--- src/rtl/cfu_channel_sequencer_pkg.sv ---
// Shared definitions for the CFU channel sequencer: FSM state
// encoding, quantizer control codes and the strobe bundle type.
package cfu_channel_sequencer_pkg;

    // Encoded FSM states
    localparam logic [2:0] SEQ_IDLE  = 3'd0;
    localparam logic [2:0] SEQ_CLEAR = 3'd1;
    localparam logic [2:0] SEQ_MAC   = 3'd2;
    localparam logic [2:0] SEQ_DRAIN = 3'd3;
    localparam logic [2:0] SEQ_QNT   = 3'd4;
    localparam logic [2:0] SEQ_WAIT  = 3'd5;
    localparam logic [2:0] SEQ_HOLD  = 3'd6;

    // Quantizer control codes
    localparam logic [1:0] QNT_CTRL_IDLE   = 2'b00;
    localparam logic [1:0] QNT_CTRL_STAGE1 = 2'b01;

    // Latency counter width; holds QNT_LATENCY in 1..15
    localparam int LAT_W = 4;

    // Combinational datapath strobes driven by the sequencer
    typedef struct packed {
        logic       buf_read_en;
        logic       buf_reappend_en;
        logic       acc_add;
        logic       wgt_ready;
        logic       acc_clear;
        logic [1:0] qnt_control;
    } seq_strobe_t;

    // All strobes inactive
    function automatic seq_strobe_t seq_strobe_none();
        seq_strobe_t s;
        s             = '0;
        s.qnt_control = QNT_CTRL_IDLE;
        return s;
    endfunction

endpackage

--- src/rtl/cfu_seq_counter.sv ---
// Loadable down-counter with zero and one flags.
// Ports: clk, reset (async high), load_i/load_val_i load a new
// value, dec_i decrements (saturating at 0), zero_o = count==0,
// one_o = count==1.
module cfu_seq_counter #(
    parameter int W = 9
) (
    input  logic         clk,
    input  logic         reset,
    input  logic         load_i,
    input  logic [W-1:0] load_val_i,
    input  logic         dec_i,
    output logic         zero_o,
    output logic         one_o
);

    logic [W-1:0] cnt_q;
    logic [W-1:0] cnt_d;

    // Load wins over decrement; never wraps below zero
    always_comb begin
        cnt_d = cnt_q;
        if (load_i) begin
            cnt_d = load_val_i;
        end else if (dec_i && (cnt_q != '0)) begin
            cnt_d = cnt_q - W'(1);
        end
    end

    always_ff @(posedge clk or posedge reset) begin
        if (reset) begin
            cnt_q <= '0;
        end else begin
            cnt_q <= cnt_d;
        end
    end

    assign zero_o = (cnt_q == '0);
    assign one_o  = (cnt_q == W'(1));

endmodule

--- src/rtl/cfu_channel_sequencer.sv ---
// Sequences one output-channel computation: accumulator clear,
// N buffered MAC steps, quantizer strobe + fixed wait, and result
// presentation on a valid/ready port.
// Ports: start/start_len/abort command in, busy/done status out;
// buf_* and wgt_* handshake the activation buffer and weight
// stream; acc_add/acc_clear/qnt_control drive the datapath;
// qnt_data is captured into res_data (res_valid/res_ready);
// steps_done counts MAC steps fired in the current channel.
module cfu_channel_sequencer
    import cfu_channel_sequencer_pkg::*;
#(
    parameter int LEN_W       = 9,
    parameter int QNT_LATENCY = 2
) (
    input  logic             clk,
    input  logic             reset,
    input  logic             start,
    input  logic [LEN_W-1:0] start_len,
    input  logic             abort,
    output logic             busy,
    output logic             done,
    input  logic             buf_read_valid,
    output logic             buf_read_en,
    output logic             buf_reappend_en,
    input  logic             wgt_valid,
    output logic             wgt_ready,
    output logic             acc_add,
    output logic             acc_clear,
    output logic [1:0]       qnt_control,
    input  logic [31:0]      qnt_data,
    output logic             res_valid,
    input  logic             res_ready,
    output logic [31:0]      res_data,
    output logic [LEN_W-1:0] steps_done
);

    logic [2:0]       state_q;
    logic [2:0]       state_d;
    logic [LEN_W-1:0] steps_q;
    logic [LEN_W-1:0] steps_d;
    logic [31:0]      res_data_q;
    logic [31:0]      res_data_d;

    logic        accept;
    logic        abort_hit;
    logic        fire;
    logic        capture;
    logic        rem_zero;
    logic        rem_one;
    logic        lat_zero;
    logic        lat_one_unused;
    seq_strobe_t strb;

    assign accept    = start & (state_q == SEQ_IDLE);
    assign abort_hit = abort & (state_q != SEQ_IDLE);

    // Abort outranks a MAC step in the same cycle
    assign fire = (state_q == SEQ_MAC) & buf_read_valid
                & wgt_valid & ~abort;

    // Remaining MAC steps for this channel
    cfu_seq_counter #(
        .W(LEN_W)
    ) u_rem (
        .clk       (clk),
        .reset     (reset),
        .load_i    (accept),
        .load_val_i(start_len),
        .dec_i     (fire),
        .zero_o    (rem_zero),
        .one_o     (rem_one)
    );

    // Quantizer wait: loaded with LATENCY-1 so that leaving WAIT
    // at zero puts res_valid LATENCY cycles after the QNT cycle+1,
    // i.e. the capture edge is exactly LATENCY after the strobe.
    cfu_seq_counter #(
        .W(LAT_W)
    ) u_lat (
        .clk       (clk),
        .reset     (reset),
        .load_i    (state_q == SEQ_QNT),
        .load_val_i(LAT_W'(QNT_LATENCY - 1)),
        .dec_i     (state_q == SEQ_WAIT),
        .zero_o    (lat_zero),
        .one_o     (lat_one_unused)
    );

    assign capture = (state_q == SEQ_WAIT) & lat_zero & ~abort;

    always_comb begin
        state_d = state_q;
        unique case (state_q)
            SEQ_IDLE: begin
                if (start) begin
                    state_d = SEQ_CLEAR;
                end
            end
            SEQ_CLEAR: begin
                state_d = rem_zero ? SEQ_DRAIN : SEQ_MAC;
            end
            SEQ_MAC: begin
                if (fire && rem_one) begin
                    state_d = SEQ_DRAIN;
                end
            end
            SEQ_DRAIN: begin
                state_d = SEQ_QNT;
            end
            SEQ_QNT: begin
                state_d = SEQ_WAIT;
            end
            SEQ_WAIT: begin
                if (lat_zero) begin
                    state_d = SEQ_HOLD;
                end
            end
            SEQ_HOLD: begin
                if (res_ready) begin
                    state_d = SEQ_IDLE;
                end
            end
            default: begin
                state_d = SEQ_IDLE;
            end
        endcase
        if (abort_hit) begin
            state_d = SEQ_IDLE;
        end
    end

    // Datapath strobes: abort issues only the accumulator clear
    always_comb begin
        strb = seq_strobe_none();
        if (abort_hit) begin
            strb.acc_clear = 1'b1;
        end else begin
            if (state_q == SEQ_CLEAR) begin
                strb.acc_clear = 1'b1;
            end
            if (fire) begin
                strb.buf_read_en     = 1'b1;
                strb.buf_reappend_en = 1'b1;
                strb.acc_add         = 1'b1;
                strb.wgt_ready       = 1'b1;
            end
            if (state_q == SEQ_QNT) begin
                strb.qnt_control = QNT_CTRL_STAGE1;
            end
        end
    end

    always_comb begin
        steps_d = steps_q;
        if (accept) begin
            steps_d = '0;
        end else if (fire) begin
            steps_d = steps_q + LEN_W'(1);
        end
    end

    always_comb begin
        res_data_d = res_data_q;
        if (capture) begin
            res_data_d = qnt_data;
        end
    end

    always_ff @(posedge clk or posedge reset) begin
        if (reset) begin
            state_q    <= SEQ_IDLE;
            steps_q    <= '0;
            res_data_q <= '0;
        end else begin
            state_q    <= state_d;
            steps_q    <= steps_d;
            res_data_q <= res_data_d;
        end
    end

    assign buf_read_en     = strb.buf_read_en;
    assign buf_reappend_en = strb.buf_reappend_en;
    assign acc_add         = strb.acc_add;
    assign wgt_ready       = strb.wgt_ready;
    assign acc_clear       = strb.acc_clear;
    assign qnt_control     = strb.qnt_control;

    assign busy       = (state_q != SEQ_IDLE);
    assign res_valid  = (state_q == SEQ_HOLD);
    assign done       = res_valid & res_ready & ~abort;
    assign res_data   = res_data_q;
    assign steps_done = steps_q;

endmodule
--- config.mk ---
export PLATFORM = sky130hd
export DESIGN_NAME = cfu_channel_sequencer
export DESIGN_NICKNAME = d
export VERILOG_FILES = /design/src/rtl/cfu_channel_sequencer_pkg.sv /design/src/rtl/cfu_seq_counter.sv /design/src/rtl/cfu_channel_sequencer.sv
export SDC_FILE = /design/constraint.sdc
export NUM_CORES = 1
export LEC_CHECK = 0
export BUFFER_PORTS_ARGS = -buffer_cell sky130_fd_sc_hd__buf_2
export CAP_MARGIN = 20
export CORE_AREA = 4 4 92 68
export DETAILED_ROUTE_END_ITERATION = 7
export DIE_AREA = 0 0 96 72
export PLACE_DENSITY = 0.79
export SLEW_MARGIN = 20
export SYNTH_ARGS = -nofsm -noshare
export SYNTH_HDL_FRONTEND = slang
export SYNTH_SLANG_ARGS = --single-unit
--- constraint.sdc ---
create_clock -name clk -period 4.92 [get_ports clk]
set_clock_uncertainty 0.1 [all_clocks]
set_input_delay 0.984 -clock clk [delete_from_list [all_inputs] [get_ports clk]]
set_output_delay 0.984 -clock clk [all_outputs]
set_load 0.05 [all_outputs]
==> results of run 1 <==
-- stage by stage --
step / hold slack (ns) / area [µm²] / instances / worst slack (ns) / total power [mW]
after floorplan: 0.406 / 2790 / 251 / 1.61 / 1.66
after global placement: 0.368 / 3290 / 410 / 1.73 / 1.88
after detailed placement: 0.381 / 3290 / 410 / 1.67 / 1.92
after CTS: 0.398 / 3510 / 426 / 1.68 / 2.42
after global routing: 0.408 / 3510 / 426 / 1.59 / 2.53
final: 0.393 / 3510 / 426 / 1.67 / 2.40
-- layout make-up --
class	count	area, µm²	area share
flip-flops and latches	57	1430	0.406
well taps	75	93.8	0.0267
clock inverters	7	103	0.0292
multi-input cells	168	1220	0.348
inverters	11	41.3	0.0118
clock buffers	9	124	0.0353
repair buffers	99	500	0.143
-- worst register-to-register path, cell delays in order (launching register included) --
cell     delay, ns
dfrtp_1       0.52
or3_1         0.47
nor2_1        0.78
a21oi_1       0.10
a21oi_1       0.18
-- flip-flops by register name (all words and copies together), names as in the netlist --
| register | flops |
|---|---|
| u_lat.cnt_q | 4 |
| u_rem.cnt_q | 9 |
| steps_done | 9 |
| state_q | 3 |
| res_data | 32 |
-- per-layer routing --
layer	vias to the layer above	share of wire	GRT usage
met5	-	0	0
met4	0	0.016	0.0678
met3	11	0.046	0.0497
met2	60	0.50	0.301
met1	1062	0.44	0.275
li1	1078	-	-
-- cells by family (layout without fill, tap and decap cells) --
family / after synthesis / count (layout) / synth area share
adder cells (fa/ha/maj): 5 / 5 / 0.0224
XOR/XNOR: 8 / 8 / 0.0251
AO/OA/AOI/OAI: 34 / 34 / 0.0763
multiplexers: 32 / 32 / 0.129
other: 1 / 1 / 0.00135
AND/OR/NAND/NOR: 88 / 88 / 0.184
buffers and inverters: 26 / 126 / 0.0494
flip-flops: 57 / 57 / 0.512
-- where the power goes --
| group | internal [mW] | total, mW | switching (mW) |
|---|---|---|---|
| Sequential | 0.659 | 0.800 | 0.142 |
| Combinational | 0.320 | 1.10 | 0.785 |
| Clock | 0.289 | 0.494 | 0.205 |
| Total | 1.27 | 2.40 | 1.13 |
-- worst paths after layout --
check	from	slack [ns]	end
worst max-delay path	abort	1.67	acc_add
worst min-delay path	res_data[11]	0.39	res_data[11]
worst max register to register	state_q[2]	2.71	u_rem.cnt_q[2]
worst min register to register	res_data[11]	0.39	res_data[11]
max in group asynchronous	reset	3.51	u_rem.cnt_q[7]
min in group asynchronous	reset	0.75	res_data[16]
-- placed cells by master (no fill, tap or decap), types with 2 or more instances in the layout --
cell type / n
nor2_1: 18
o21ai_0: 7
xnor2_1: 5
buf_2: 97
a211oi_1: 2
or3b_4: 2
mux2_2: 27
nand2_1: 13
buf_4: 2
nor2_2: 2
a31oi_1: 5
clkinv_4: 3
bufinv_16: 2
xor2_1: 3
a21oi_1: 9
nor4_1: 3
or4_1: 6
o31ai_1: 5
nand4_1: 3
mux2_1: 5
inv_1: 10
or2_2: 3
nor3_1: 2
nand3_1: 10
or3_1: 6
nand3b_1: 5
ha_1: 5
dfrtp_1: 57
clkbuf_8: 9
and2_1: 2
and3_1: 3
==> flow_summary.toml, run 1 <==
[drt]
drtPass1Iterations = 4
wl_per_cell_um = 15.2
drt_iter0_markers = 93
vias = 2211
viasPerCell = 5.19
drc = 0
totalWireLength_um = 6470
detail-route-antenna-nets = 0

[hold_path]
hold_depth = 1
hold_class = "reg -> reg"

[final_layout]
drive_above_1_share = 0.444
diodes = 0
final_util = 0.639
nets = 399
fillers = 467
syn_to_final_growth_pct = 26.0

[critical_path]
cpMaxStageDelayCell = "and3b_2"
rr_worst_depth = 4
crit_arrival_ns = 2.17
worst_setup_path_start_kind = "primary input"
crit_type = "in -> out"
cpMostUsedCell = "buf_2"
required_ns = 3.84
path_depth = 5
crit_chain = "buf_2, and3b_2, nand2_2, inv_1, buf_2"
critical_path.top_delay_family = "buffers and inverters"
cp_slowest_stage_delay_ns = 0.32
cp_num_buf_inv = 3
cp_max_fo = 9
cp-end-kind = "output pin"

[timing]
fin_crit_ns = 3.25
final_max_slew_viol_count = 0
hold_viol = 0
rsz0062_at_grt = "no"
clock.fmax_ghz = 0.308
slew_headroom = 0.328
setup_violations = 0
max_slew.worst_pin.slew_ns = 1.00
tns_ns = 0
fin_crit_sh = 0.661

[clocking]
cts_resized = 0
clk_pin_slew_ns = 0.07
cts_hold_buf = 0
clk_latency_ns = 0.34
clock_path_buffers = 2
numCtsBuffers = 9
root_buffer = "clkbuf_8"
htree_levels = 3
cts_tree = "built"
clock_sinks = 57
post_cts_buffers = 0

[synthesis]
synth_area_leaders = "dfrtp_1 51%, mux2_2 11%, nor2_1 2.4%"
yosysUniqueCellTypes = 47
synth_top_area_frac = 0.512
syn_area_per_cell_um2 = 11.1
ys_seq_elements = 57
ys_seq_area_frac = 0.512
yosysTopAreaCell = "dfrtp_1"
yosys_warnings = 0
synth_most_common_cell = "dfrtp_1"
syn_nets = 304
synth_common_cells = "57 x dfrtp_1, 27 x mux2_2, 18 x nor2_1"
netlist_instances = 251
ys.flop_type = "dfrtp_1"
synth_edf_count = 0
async_reset_ff_frac = 1.00
syn_area_um2 = 2790

[global_routing]
grt_max_degree = 58
grt_pass1_vias = 2138
grt_first_pass_wirelength_um = 10600
globalRoute.totalOverflow = 0
antenna_found_initial = 0
track_usage = 0.197

[floorplan]
io_pins = 99
rows = 23
fp.dieArea_um2 = 6910
die_h_um = 72
die_w_um = 96
initial_core_util = 0.507
core_um2 = 5500

[placement]
hpwl_um = 4710
port_buffers = 97
gp_congestion = 0.934

[run_status]
status = "finished clean"

[run]
cap_violations = 0

[power_and_ir_drop]
p_leak_nw = 1.84
powerDensity_nw_per_um2 = 683
ir_drop_mv = 0.316
Power figures use the tool's default switching activity.
==> inputs of run 2 (changes only) <==
--- a/config.mk
+++ b/config.mk
@@ -7,10 +7,10 @@
 export LEC_CHECK = 0
 export BUFFER_PORTS_ARGS = -buffer_cell sky130_fd_sc_hd__buf_2
 export CAP_MARGIN = 20
-export CORE_AREA = 4 4 92 68
+export CORE_AREA = 4 4 100 73
 export DETAILED_ROUTE_END_ITERATION = 7
-export DIE_AREA = 0 0 96 72
-export PLACE_DENSITY = 0.79
+export DIE_AREA = 0 0 104 77
+export PLACE_DENSITY = 0.71
 export SLEW_MARGIN = 20
 export SYNTH_ARGS = -nofsm -noshare
 export SYNTH_HDL_FRONTEND = slang
==> constraint.sdc (replaced) <==
create_clock -name clk -period 2.83 [get_ports clk]
set_clock_uncertainty 0.1 [all_clocks]
set_input_delay 0.566 -clock clk [delete_from_list [all_inputs] [get_ports clk]]
set_output_delay 0.566 -clock clk [all_outputs]
set_load 0.05 [all_outputs]
==> flow_summary.toml, run 2 (same netlist as run 1, synthesis figures left out) <==
[timing]
fin_ws_ns = 0.210
setup_violations = 0
fin_crit_sh = 0.926
whs_ns = 0.196
slew_headroom = 0.612
tns_ns = 0
fin_crit_ns = 2.62
final_max_slew_viol_count = 0
hold_viol = 0
rsz0062_at_grt = "no"
max_slew.worst_pin.slew_ns = 0.582
clock.fmax_ghz = 0.382

[global_routing]
globalRoute.totalOverflow = 0
track_usage = 0.176
grt_max_degree = 33
grt_pass1_vias = 2213
grt_first_pass_wirelength_um = 11300
antenna_found_initial = 0

[placement]
post-place-ws_ns = 0.418
hpwl_um = 5030
gp_congestion = 0.826
port_buffers = 97

[run_status]
status = "finished clean"

[critical_path]
critPathLaunch = "state_q[2]"
crit_type = "reg -> out"
r2r_start = "u_lat.cnt_q[0]"
cp_max_fo = 13
cp-end-kind = "output pin"
r2r_end = "res_data[30]"
required_ns = 2.16
crit_arrival_ns = 1.95
cp-endpoint = "acc_add"
worst_setup_path_start_kind = "register"
ff2ff_setup_slack_ns = 0.83
rr_worst_depth = 7

[drt]
wl_per_cell_um = 15.7
drtPass1Iterations = 4
viasPerCell = 5.33
vias = 2293
drc = 0
drt_iter0_markers = 97
detail-route-antenna-nets = 0
totalWireLength_um = 6740

[floorplan]
initial_core_util = 0.446
die_h_um = 77
fp.dieArea_um2 = 8010
rows = 24
core_um2 = 6250
io_pins = 99
die_w_um = 104

[clocking]
htree_levels = 3
clock_path_buffers = 2
root_buffer = "clkbuf_8"
clock_sinks = 57
numCtsBuffers = 9
clk_latency_ns = 0.33
cts_tree = "built"
cts_hold_buf = 0
clk_pin_slew_ns = 0.07

[final_layout]
mostFrequentLayoutCells = "97 x buf_2, 56 x dfrtp_1, 27 x mux2_2, 18 x nor2_1, 13 x nand2_1"
fillers = 562
seqCellArea_um2 = 1430
largest_reg_flops = 32
drive_above_1_share = 0.446
diodes = 0
multi_input_area_um2 = 1220
syn_to_final_growth_pct = 25.8
nets = 400
final_common_cell = "buf_2"

[power_and_ir_drop]
ir_drop_mv = 0.496
powerDensity_nw_per_um2 = 1160
p_leak_nw = 1.83

[run]
cap_violations = 0

[hold_path]
hold_class = "in -> async"
## run 2: cell types whose count changed in the layout (fill, tap and decap cells not counted)
cell / delta
clkinv_2: +1
clkbuf_1: +1
dfrtp_2: +1
dfrtp_1: -1
buf_12: +1
inv_6: -1
bufinv_16: -1
## run 2: timing repair
item	4_1_cts	5_1_grt
setup endpoints to repair	0	4
setup buffers	0	0
gates resized for setup	0	1
## run 2: area by class of cell
cell class / count / area share
flip-flops and latches: 57 / 0.407
multi-input cells: 168 / 0.349
repair buffers: 100 / 0.148
clock buffers: 10 / 0.0364
well taps: 78 / 0.0278
clock inverters: 6 / 0.0196
inverters: 11 / 0.0118
## run 2: per-stage QoR
step | utilization | total power, mW | instance area, µm² | std cells
final | 0.561 | 4.08 | 3510 | 430
after global routing | 0.561 | 4.34 | 3510 | 430
after CTS | 0.561 | 4.12 | 3510 | 430
after detailed placement | 0.530 | 3.35 | 3310 | 414
after global placement | 0.530 | 3.31 | 3310 | 414
after floorplan | - | 2.88 | 2790 | 251
## run 2: per-layer routing
layer	GRT usage	routed length [µm]
met5	0	0
met1	0.232	2850
met2	0.280	3370
met3	0.0646	466
met4	0.0398	52
## run 2: worst min path at each step
stage / from / end / slack, ns / cells past startpoint
floorplan: u_lat.cnt_q[3] / u_lat.cnt_q[3] / 0.41 / 2
global placement: res_data[1] / res_data[1] / 0.37 / 1
detailed placement: res_data[29] / res_data[29] / 0.38 / 1
CTS: reset / res_data[13] / 0.20 / 2
global route: reset / res_data[9] / 0.23 / 2
finish: reset / res_data[14] / 0.20 / 2
## run 2: where the power goes
group          internal (mW)  leakage [nW]  switching, mW
clock network          0.409        0.0964          0.334
registers               1.15         0.752          0.255
logic                  0.567         0.984           1.36
total                   2.12          1.83           1.95
## run 2: worst max-delay path, stage by stage, from the launching register on
cell and delay (ns):
dfrtp_1 0.52, nor3b_4 0.35, nand2_2 0.17, inv_1 0.26, buf_2 0.33
==> inputs of run 3 (changes only) <==
--- a/config.mk
+++ b/config.mk
@@ -6,12 +6,14 @@
 export NUM_CORES = 1
 export LEC_CHECK = 0
 export BUFFER_PORTS_ARGS = -buffer_cell sky130_fd_sc_hd__buf_2
-export CAP_MARGIN = 20
-export CORE_AREA = 4 4 100 73
+export CAP_MARGIN = 25
+export CORE_AREA = 4 4 101 74
 export DETAILED_ROUTE_END_ITERATION = 7
-export DIE_AREA = 0 0 104 77
+export DIE_AREA = 0 0 105 78
 export PLACE_DENSITY = 0.71
+export RECOVER_POWER = 50
 export SLEW_MARGIN = 20
 export SYNTH_ARGS = -nofsm -noshare
 export SYNTH_HDL_FRONTEND = slang
+export SYNTH_HIERARCHICAL = 1
 export SYNTH_SLANG_ARGS = --single-unit
==> flow_summary.toml, run 3 <==
[floorplan]
io_pins = 99
initial_core_util = 0.435
die_h_um = 78
core_um2 = 6570
rows = 25
die_w_um = 105
fp.dieArea_um2 = 8190

[drt]
totalWireLength_um = 6520
drtPass1Iterations = 4
wl_per_cell_um = 14.9
drt_iter0_markers = 100
vias = 2277
detail-route-antenna-nets = 0
drc = 0
viasPerCell = 5.20

[run_status]
status = "complete, but fails checks"
violations = "capacitance limit, slew limit"

[run]
cap_violations = 1

[final_layout]
largest_reg_flops = 32
stdcell_area_um2 = 3600
syn_to_final_growth_pct = 25.9
nets = 405
final_common_cell = "buf_2"
drive_above_1_share = 0.375
fillers = 607
mostFrequentLayoutCells = "73 x buf_2, 57 x dfrtp_1, 33 x mux2_2, 26 x clkbuf_1, 18 x nand2_1"
diodes = 0

[global_routing]
antenna_found_initial = 0
grt_max_degree = 45
grt_first_pass_wirelength_um = 10800
track_usage = 0.166
grt_pass1_vias = 2189
globalRoute.totalOverflow = 0

[timing]
slew_headroom = -0.0403
clock.fmax_ghz = 0.417
fin_crit_ns = 2.40
hold_viol = 0
whs_ns = 0.0423
final_max_slew_viol_count = 36
rsz0062_at_grt = "no"
tns_ns = 0
fin_crit_sh = 0.847
setup_violations = 0
max_slew.worst_pin.slew_ns = 1.56

[synthesis]
yosys_warnings = 6
syn_area_um2 = 2860
syn_area_per_cell_um2 = 11.3
netlist_instances = 253

[clocking]
post_cts_buffers = 0
htree_levels = 3
clock_path_buffers = 2
clk_latency_ns = 0.33
cts_resized = 0
cts_tree = "built"
cts_hold_buf = 0
root_buffer = "clkbuf_8"
numCtsBuffers = 9
clk_pin_slew_ns = 0.06
clock_sinks = 57

[critical_path]
crit_arrival_ns = 1.73
worst_setup_path_start_kind = "register"
cp-end-kind = "output pin"
ff2ff_setup_slack_ns = 0.49
crit_type = "reg -> out"
cp_max_fo = 14
r2r_start = "state_q[0]"
rr_worst_depth = 7
r2r_end = "u_rem/cnt_q[3]"
required_ns = 2.16

[placement]
hpwl_um = 4740
placed_area_um2 = 3390
port_buffers = 97
gp_congestion = 0.872

[power_and_ir_drop]
ir_drop_mv = 0.482
powerDensity_nw_per_um2 = 813
p_leak_nw = 1.82

[hold_path]
hold_class = "in -> async"
-- run 3: cell count changes in the layout (fill, tap and decap cells not counted), sizes merged, moves of 6 or more --
cell    change
buf        -24
o21ai       +6
nor2       -13
clkbuf     +27
-- run 3: layout make-up --
| class | instances | area (µm²) | area share |
|---|---|---|---|
| clock inverters | 4 | 75.1 | 0.0208 |
| clock buffers | 12 | 155 | 0.0431 |
| repair buffers | 102 | 507 | 0.141 |
| well taps | 81 | 101 | 0.0281 |
| multi-input cells | 167 | 1280 | 0.355 |
| flip-flops and latches | 57 | 1430 | 0.396 |
| inverters | 15 | 56.3 | 0.0156 |
-- run 3: metrics by stage --
| step | instances | utilization | setup WS (ns) | total power, mW |
|---|---|---|---|---|
| after floorplan | 256 | - | 0.0420 | 1.87 |
| after global routing | 438 | 0.548 | 0.168 | 3.11 |
| after detailed placement | 421 | 0.516 | 0.547 | 2.08 |
| final | 438 | 0.548 | 0.433 | 2.93 |
| after CTS | 437 | 0.551 | 0.421 | 2.96 |
| after global placement | 421 | 0.516 | 0.572 | 2.05 |
-- run 3: per-layer routing --
layer / up-vias / share of wire / GRT usage
met5: - / 0 / 0
met4: 0 / 0.011 / 0.0498
met3: 9 / 0.058 / 0.0590
met2: 58 / 0.49 / 0.258
met1: 1102 / 0.44 / 0.217
li1: 1108 / - / -
-- run 3: worst max path at each step --
| stage | from | endpoint | slack, ns |
|---|---|---|---|
| after floorplan | abort | buf_read_en | 0.04 |
| after global placement | abort | u_rem/cnt_q[8] | 0.57 |
| after detailed placement | abort | u_rem/cnt_q[8] | 0.55 |
| after CTS | state_q[2] | buf_read_en | 0.42 |
| after global routing | reset | res_data[19] | 0.17 |
| final | state_q[0] | done | 0.43 |
-- run 3: report_power, final --
group,switching (mW),internal (mW)
logic,0.623,0.330
clock network,0.321,0.544
registers,0.142,0.969
-- run 3: critical path: stages, from the launching register on --
cell      delay, ns
dfrtp_1        0.35
clkbuf_1       0.41
and3b_1        0.25
and3b_1        0.17
buf_2          0.21
